File: src/rtl/rom_arb_pkg.sv
// Shared types and the round-robin pick function for the ROM burst arbiter
// and any other shared-resource controller built on rr_arbiter.
package rom_arb_pkg;

    typedef enum logic [1:0] {
        IDLE  = 2'd0,
        BURST = 2'd1,
        DRAIN = 2'd2
    } arb_state_t;

    // Widest requester vector supported; narrower users zero-extend into it.
    localparam int MAX_REQ = 8;

    // One-hot winner: first set bit of req scanning upward from ptr, modulo n.
    function automatic logic [MAX_REQ-1:0] rr_pick(input logic [MAX_REQ-1:0] req,
                                                   input logic [2:0]         ptr,
                                                   input int                 n);
        logic [MAX_REQ-1:0] win;
        logic               found;
        int                 idx;
        win   = '0;
        found = 1'b0;
        for (int i = 0; i < MAX_REQ; i++) begin
            if (i < n && !found) begin
                idx = (int'(ptr) + i) % n;
                if (req[idx]) begin
                    win[idx] = 1'b1;
                    found    = 1'b1;
                end
            end
        end
        return win;
    endfunction

endpackage

File: src/rtl/rr_arbiter.sv
// Combinational round-robin picker with a registered priority pointer.
// The pointer moves just past the owner whenever the client says a grant retired.
module rr_arbiter
    import rom_arb_pkg::*;
#(
    parameter  int NUM_REQ  = 2,
    localparam int ID_WIDTH = (NUM_REQ > 2) ? $clog2(NUM_REQ) : 1
) (
    input  logic                clk,
    input  logic                rst,
    input  logic [NUM_REQ-1:0]  req,
    input  logic                advance,
    input  logic [ID_WIDTH-1:0] owner,
    output logic [NUM_REQ-1:0]  pick,
    output logic [ID_WIDTH-1:0] pick_id
);

    logic [ID_WIDTH-1:0] ptr_q;
    logic [MAX_REQ-1:0]  pick_wide;

    // NOTE: state is updated with non-blocking assignments so every register
    // samples the pre-edge values, independent of process ordering.
    always_ff @(posedge clk) begin
        if (!rst) begin
            ptr_q <= '0;
        end else if (advance) begin
            ptr_q <= (owner == ID_WIDTH'(NUM_REQ - 1)) ? '0 : owner + 1'b1;
        end
    end

    // NOTE: every output of a combinational block gets a default first, so
    // no path through the block can leave it unassigned and infer a latch.
    always_comb begin
        pick_wide = rr_pick(MAX_REQ'(req), 3'(ptr_q), NUM_REQ);
        pick      = pick_wide[NUM_REQ-1:0];
        pick_id   = '0;
        for (int i = 0; i < MAX_REQ; i++) begin
            if (pick_wide[i]) begin
                pick_id = ID_WIDTH'(i);
            end
        end
    end

endmodule

File: src/rtl/rom_burst_arbiter.sv
// Shares one synchronous-read parameter ROM between NUM_REQ layer engines:
// round-robin burst grants, ROM address generation, tagged data return.
module rom_burst_arbiter
    import rom_arb_pkg::*;
#(
    parameter  int DATA_WIDTH = 16,
    parameter  int DATA_DEPTH = 64,
    parameter  int NUM_REQ    = 2,
    parameter  int LEN_WIDTH  = 7,
    localparam int ADDR_WIDTH = $clog2(DATA_DEPTH),
    localparam int ID_WIDTH   = (NUM_REQ > 2) ? $clog2(NUM_REQ) : 1
) (
    input  logic                            clk,
    input  logic                            rst,
    input  logic [NUM_REQ-1:0]              req,
    input  logic [NUM_REQ*ADDR_WIDTH-1:0]   base_addr,
    input  logic [NUM_REQ*LEN_WIDTH-1:0]    burst_len,
    output logic [NUM_REQ-1:0]              grant,
    output logic                            rom_en,
    output logic [ADDR_WIDTH-1:0]           rom_addr,
    input  logic [DATA_WIDTH-1:0]           rom_data,
    output logic                            rd_valid,
    output logic [DATA_WIDTH-1:0]           rd_data,
    output logic [ID_WIDTH-1:0]             rd_id,
    output logic                            rd_last,
    output logic [NUM_REQ-1:0]              done,
    output logic                            err
);

    localparam logic [ADDR_WIDTH:0]   DEPTH_EXT = (ADDR_WIDTH + 1)'(DATA_DEPTH);
    localparam logic [ADDR_WIDTH-1:0] LAST_ADDR = ADDR_WIDTH'(DATA_DEPTH - 1);

    arb_state_t            state_q, state_d;
    logic [NUM_REQ-1:0]    pick;
    logic [ID_WIDTH-1:0]   pick_id, owner_q;
    logic [ADDR_WIDTH-1:0] sel_base, addr_q;
    logic [LEN_WIDTH-1:0]  sel_len, remain_q;
    logic                  sel_bad, err_q, rd_valid_q;

    rr_arbiter #(.NUM_REQ(NUM_REQ)) u_rr (
        .clk     (clk),
        .rst     (rst),
        .req     (req),
        .advance (state_q == DRAIN),
        .owner   (owner_q),
        .pick    (pick),
        .pick_id (pick_id)
    );

    always_comb begin
        sel_base = '0;
        sel_len  = '0;
        for (int i = 0; i < NUM_REQ; i++) begin
            if (pick_id == ID_WIDTH'(i)) begin
                sel_base = base_addr[i*ADDR_WIDTH +: ADDR_WIDTH];
                sel_len  = burst_len[i*LEN_WIDTH +: LEN_WIDTH];
            end
        end
        sel_bad = ({1'b0, sel_base} >= DEPTH_EXT);
    end

    always_ff @(posedge clk) begin
        if (!rst) begin
            state_q <= IDLE;
        end else begin
            state_q <= state_d;
        end
    end

    // Zero-length and out-of-range bursts skip the ROM and retire through DRAIN.
    always_comb begin
        state_d = state_q;
        case (state_q)
            IDLE:    if (|pick) state_d = (sel_bad || sel_len == '0) ? DRAIN : BURST;
            BURST:   if (remain_q == LEN_WIDTH'(1)) state_d = DRAIN;
            DRAIN:   state_d = IDLE;
            default: state_d = IDLE;
        endcase
    end

    always_ff @(posedge clk) begin
        if (!rst) begin
            owner_q    <= '0;
            addr_q     <= '0;
            remain_q   <= '0;
            err_q      <= 1'b0;
            rd_valid_q <= 1'b0;
        end else begin
            // ROM output for the address issued this cycle appears next cycle.
            rd_valid_q <= (state_q == BURST);
            case (state_q)
                IDLE: begin
                    if (|pick) begin
                        owner_q  <= pick_id;
                        addr_q   <= sel_base;
                        remain_q <= sel_len;
                        err_q    <= sel_bad;
                    end
                end
                BURST: begin
                    addr_q   <= (addr_q == LAST_ADDR) ? '0 : addr_q + 1'b1;
                    remain_q <= remain_q - 1'b1;
                end
                default: ;
            endcase
        end
    end

    // The last data beat always lands in DRAIN, so done/rd_last/err key off it.
    always_comb begin
        grant    = (state_q != IDLE) ? (NUM_REQ'(1) << owner_q) : '0;
        rom_en   = (state_q == BURST);
        rom_addr = rom_en ? addr_q : '0;
        rd_valid = rd_valid_q;
        rd_data  = rd_valid_q ? rom_data : '0;
        rd_id    = rd_valid_q ? owner_q : '0;
        rd_last  = rd_valid_q && (state_q == DRAIN);
        done     = (state_q == DRAIN) ? grant : '0;
        err      = (state_q == DRAIN) && err_q;
    end

endmodule

File: config.mk
export PLATFORM = sky130hd
export DESIGN_NAME = rom_burst_arbiter
export DESIGN_NICKNAME = d
export VERILOG_FILES = /design/src/rtl/rom_arb_pkg.sv /design/src/rtl/rr_arbiter.sv /design/src/rtl/rom_burst_arbiter.sv
export SDC_FILE = /design/constraint.sdc
export NUM_CORES = 1
export LEC_CHECK = 0
export ABC_AREA = 1
export CORE_UTILIZATION = 40
export DETAILED_ROUTE_END_ITERATION = 8
export PLACE_DENSITY_LB_ADDON = 0.1
export SYNTH_ARGS = -nofsm -noshare
export SYNTH_HDL_FRONTEND = slang
export SYNTH_SLANG_ARGS = --single-unit
export TNS_END_PERCENT = 10
File: constraint.sdc
create_clock -name clk -period 2 [get_ports clk]
set_clock_uncertainty 0.2 [all_clocks]
set_input_delay 0.2 -clock clk [delete_from_list [all_inputs] [get_ports clk]]
set_output_delay 0.2 -clock clk [all_outputs]
set_load 0.01 [all_outputs]
**Yosys cells after proc, flatten, opt, wreduce, memory -nomap -nowiden**

Index checks and enable logic that the tools add are counted.

- Bits of input ports: 46
- Logic and storage cells: 71
- Flip-flop bits (word level): 18
- Output and inout port bits: 31

- Reduce and logical (&&, ||, !) cells: 11
- Muxes and demuxes: 37
- Bitwise operators: 2
- Shifts and indexed selects: 1
- $add $sub $neg: 4
- Magnitude comparators: 4
- Equal/unequal tests: 6

Operators with widths:

| operator | number |
|---|---|
| $mux W6 | 4 |
| $mux W1 | 16 |
| $mux W16 | 1 |
| $mux W8 | 2 |
| $mux W7 | 2 |
| $pmux W7 S2 | 1 |
| $mux W2 | 6 |
| $pmux W6 S2 | 1 |
| $or A2 B8 Y8 | 1 |
| $eq A7 B1 Y1 const B | 1 |
| $logic_not A7 Y1 | 1 |
| $sub A7 B1 Y7 const B | 1 |
| $add A6 B1 Y6 const B | 1 |
| $eq A6 B6 Y1 const B | 1 |
| $reduce_and A2 Y1 | 3 |
| $lt A2 B5 Y1 const B | 1 |
| $lt A1 B4 Y1 const B | 1 |
| $pmux W2 S2 | 1 |
| $reduce_bool A2 Y1 | 2 |
| $logic_and A1 B1 Y1 | 3 |
| $add A1 B1 Y1 const B | 2 |
| $bmux W1 S2 | 1 |
| $demux W1 S2 | 1 |
| $eq A2 B1 Y1 const B | 1 |
| other kinds (10) | 10 |

**Depth between registers and ports, before layout**

- Depth in word-level cells: 21
- Gate-level depth with buffers: 10
- Gate-level depth less buffers: 10

**Hierarchy**

Synthesis repeated with hierarchy kept, for this count alone.

- Cell total of the unflattened synthesis: 269
- Area, all modules: 1514.0 um^2

By module, submodules not included:

| module | instances | cells an instance | area each (um^2) | sequential area each (um^2) |
|---|---|---|---|---|
| rom_burst_arbiter | 1 | 260 | 1452.6 | 340.3 |
| rr_arbiter | 1 | 9 | 61.3 | 20.0 |

**Worst setup path before layout**

No wires, ideal clock.

- Kind: reg2out
- Start: register rd_valid_q, in the netlist rd_valid
- End: output port rd_data[10]
- Data arrival time: 1.060 ns
- Setup slack: 0.540 ns
- Stages on the path, launching flop included: 5
- Path buffers: 2
- Required time: 1.600 ns
- Path through: dfxtp_1 -> clkbuf_1 -> clkbuf_1 -> nand2_1 -> inv_1

- Cells in the longest elaborated chain, start to end: 1

Ends and longest elaborated chain:

| what | line | RTL |
|---|---|---|
| from (decl) | rom_burst_arbiter.sv:38 | `logic sel_bad, err_q, rd_valid_q;` |
| from (signal assigned) | rom_burst_arbiter.sv:90 | `rd_valid_q <= (state_q == BURST);` |
| $mux W16 | rom_burst_arbiter.sv:115 | `rd_data = rd_valid_q ? rom_data : '0;` |
| to (decl) | rom_burst_arbiter.sv:23 | `output logic [DATA_WIDTH-1:0] rd_data,` |

No other way between the ends.

**Worst setup path after layout**

- Start: register rd_valid_q, in the netlist rd_valid
- End: output port rd_data[11]

Same word-level chain as after synthesis.

==> summary.md <==
| Metric | Value |
|---|---|
| Worst skew pair latency | `0.25 ns` |
| Critical path's top delay family | `buffers and inverters` |
| CP max FO | `16` |
| Cell Rows | `21` |
| Cts hold-fix bufs | `0` |
| Most frequent cells in the layout | `clkdlybuf4s50_1 (74), nand2_1 (65), inv_1 (52)` |
| Multiplexer share of the synthesized area | `0` |
| Area of the multi-input gates | `876 um^2` |
| Yosys reg bits | `18` |
| Final WS setup | `0.118 ns` |
| CTS tree | `yes` |
| Die area | `4010 um^2` |
| Final GP Congestion | `0.862` |
| CTS max path bufs | `2` |
| Startpoint types | `flop` |
| Final Cycle Share | `0.941` |
| Hold Crit Start | `remain_q[3]` |
| RSZ-0062 raised after global routing | `no` |
| Setup TNS | `0 ns` |
| Largest net degree at the start of global routing | `17` |
| Critical-path top delay cell | `clkdlybuf4s50_1` |
| Max-cap violations | `0` |
| DRT iter0 DRCs | `82` |
| Core area | `3470 um^2` |
| Antenna-violating nets left | `0` |
| Crit path cell chain | `buf_6, nand2_1, inv_1, clkdlybuf4s50_1` |
| Simple-gate portion of the synthesized area | `0.400` |
| FF/Latch Area | `360 um^2` |
| Vias in the first global route | `1,766` |
| Layout cell share with drive strength beyond 1 | `0.0746` |
| Diode count | `0` |
| Total Routing Usage GR | `0.230` |
| WL final | `4250 um` |
| Setup CP Type | `flop to primary output` |
| Adder-cell share of the synthesized area | `0.0250` |
| Min cycle time layout | `1.88 ns` |
| Setup Viol. Count Final | `0` |
| Max frequency | `0.531 GHz` |
| Final Hold Fails | `0` |
| First-pass GRT wire length | `7490 um` |
| Hold WC Path Type | `flop to flop` |
| DRC violations left | `0` |
| Compound-cell area share of the yosys netlist | `0.134` |
| Yosys warnings | `0` |
| Crit path buffers/inverters | `3` |
| R2r startpoint | `addr_q[0]` |
| Design Area, Final | `2370 um^2` |
| Power per Cell Area | `612 nW/um^2` |
| Worst path arrival time | `1.48 ns` |
| Root buffer cell | `clkbuf_8` |
| CTS clk-pin slew, worst paths | `0.07 ns` |
| GRT Residual Overflow | `0` |
| CP peak stage delay | `0.52 ns` |
| Horiz. Die Dim | `63.3 um` |
| Clock sink count | `18` |
| Synth Cell Area | `1500 um^2` |
| IO buf count | `75` |
| Vias | `1,810` |
| Synth Area in XOR/XNOR | `0.0175` |
| Slew Limit Fails | `0` |
| DR vias/cell | `4.75` |
| WL/cell | `11.1 um` |
| Worst VDD drop | `0.000380 V` |
| First-pass DRT Iterations | `4` |
| Outcome | `complete, no violations` |
| DP HPWL | `3380 um` |
| Commonest non-fill, non-tap cell in the layout | `clkdlybuf4s50_1` |
| Largest family of logic cells by synthesized area | `simple AND/OR/NAND/NOR gates` |
| Leak | `1.22 nW` |
| # Post-CTS Setup Buffers | `0` |
| Layout filler cell count | `321` |
| Placed Area | `2310 um^2` |
| Syn nets | `307` |
| Initial Util | `0.434` |
| Netlist cell types | `32` |
| Die H | `63.3 um` |
| Final #Nets | `385` |
| Initial antenna violation count | `0` |
| Critical Path RT | `1.60 ns` |
| Register area share after synthesis | `0.240` |
| CP Capture Type | `primary output` |
| Area grow syn2layout | `57.9%` |
| Worst setup startpoint | `rd_valid` |
| Place WS | `0.0119 ns` |
| Total CTS buffers | `3` |
| Synth Area per Inst | `5.83 um^2` |
| Post-CTS Resized | `0` |
| IO Count | `77` |
| Post-Synthesis Cells | `258` |
| H-tree levels | `1` |
[worst register-to-register path, cell delays in order, from the launching register on]
cell	delay, ns
dfxtp_1	0.41
ha_1	0.20
nand2_1	0.06
inv_1	0.09
nand3_1	0.09
nor2_1	0.17
nor2_1	0.08
nand3b_1	0.10
nand3_1	0.08
nand2_1	0.07
inv_1	0.03
[metrics by stage]
step,utilization,power (mW),hold WS [ns],std cells
global route,0.685,1.57,0.319,381
finish,0.685,1.45,0.290,381
global placement,0.666,1.14,0.273,377
detailed placement,0.666,1.15,0.288,377
floorplan,-,0.880,0.196,258
CTS,0.681,1.46,0.298,381
[worst paths after layout]
check,slack [ns],cells after the start,endpoint
worst max-delay path,0.12,4,rd_data[11]
worst min-delay path,0.29,2,remain_q[3]
worst max register to register,0.33,10,addr_q[3]
worst min register to register,0.29,2,remain_q[3]
[synth_stat cells (all sizes together)]
cell type / number / area share
a211oi: 1 / 0.0050
a21oi: 14 / 0.047
a31oi: 2 / 0.0083
buf: 6 / 0.030
clkbuf: 3 / 0.0075
conb: 1 / 0.0025
dfxtp: 18 / 0.24
ha: 3 / 0.025
inv: 57 / 0.14
nand2: 72 / 0.21
nand3: 18 / 0.068
nand3b: 4 / 0.020
nand4: 1 / 0.0042
nor2: 31 / 0.079
nor3: 2 / 0.0067
o211ai: 1 / 0.0050
o21ai: 16 / 0.053
o21bai: 1 / 0.0050
o221ai: 1 / 0.0058
o31ai: 1 / 0.0050
or2: 2 / 0.0083
xor2: 3 / 0.017
[area by class of cell]
class | instances | area share
Clock buffer | 4 | 0.0232
Inverter | 57 | 0.0911
Multi-Input combinational cell | 174 | 0.369
Sequential cell | 18 | 0.152
Tap cell | 46 | 0.0242
Timing Repair Buffer | 82 | 0.341
[cells by family (layout without fill, tap and decap cells)]
group                    Yosys count  after routing
adder cells (fa/ha/maj)            3              3
other                              1              1
buffers and inverters             66            143
XOR/XNOR                           3              3
AND/OR/NAND/NOR                  130            130
AO/OA/AOI/OAI                     37             37
flip-flops                        18             18
[state kept, by name, indices dropped and copies added (netlist names)]
signal,count
remain_q,7
addr_q,6
state_q,2
owner_q,1
rd_valid,1
u_rr.ptr_q,1
[metal layers]
| metal | track usage | vias to the layer above | part of all wire |
|---|---|---|---|
| li1 | - | 940 | - |
| met1 | 0.265 | 783 | 0.44 |
| met2 | 0.421 | 82 | 0.46 |
| met3 | 0.0580 | 5 | 0.091 |
| met4 | 0.0540 | 0 | 0.0049 |
| met5 | 0 | - | 0 |
[report_power, final]
group	leakage (nW)	internal, mW	switching [mW]	total [mW]
clock	0.0288	0.175	0.124	0.299
combinational	1.04	0.321	0.353	0.674
sequential	0.149	0.421	0.0592	0.481
Power figures use the tool's default switching activity.
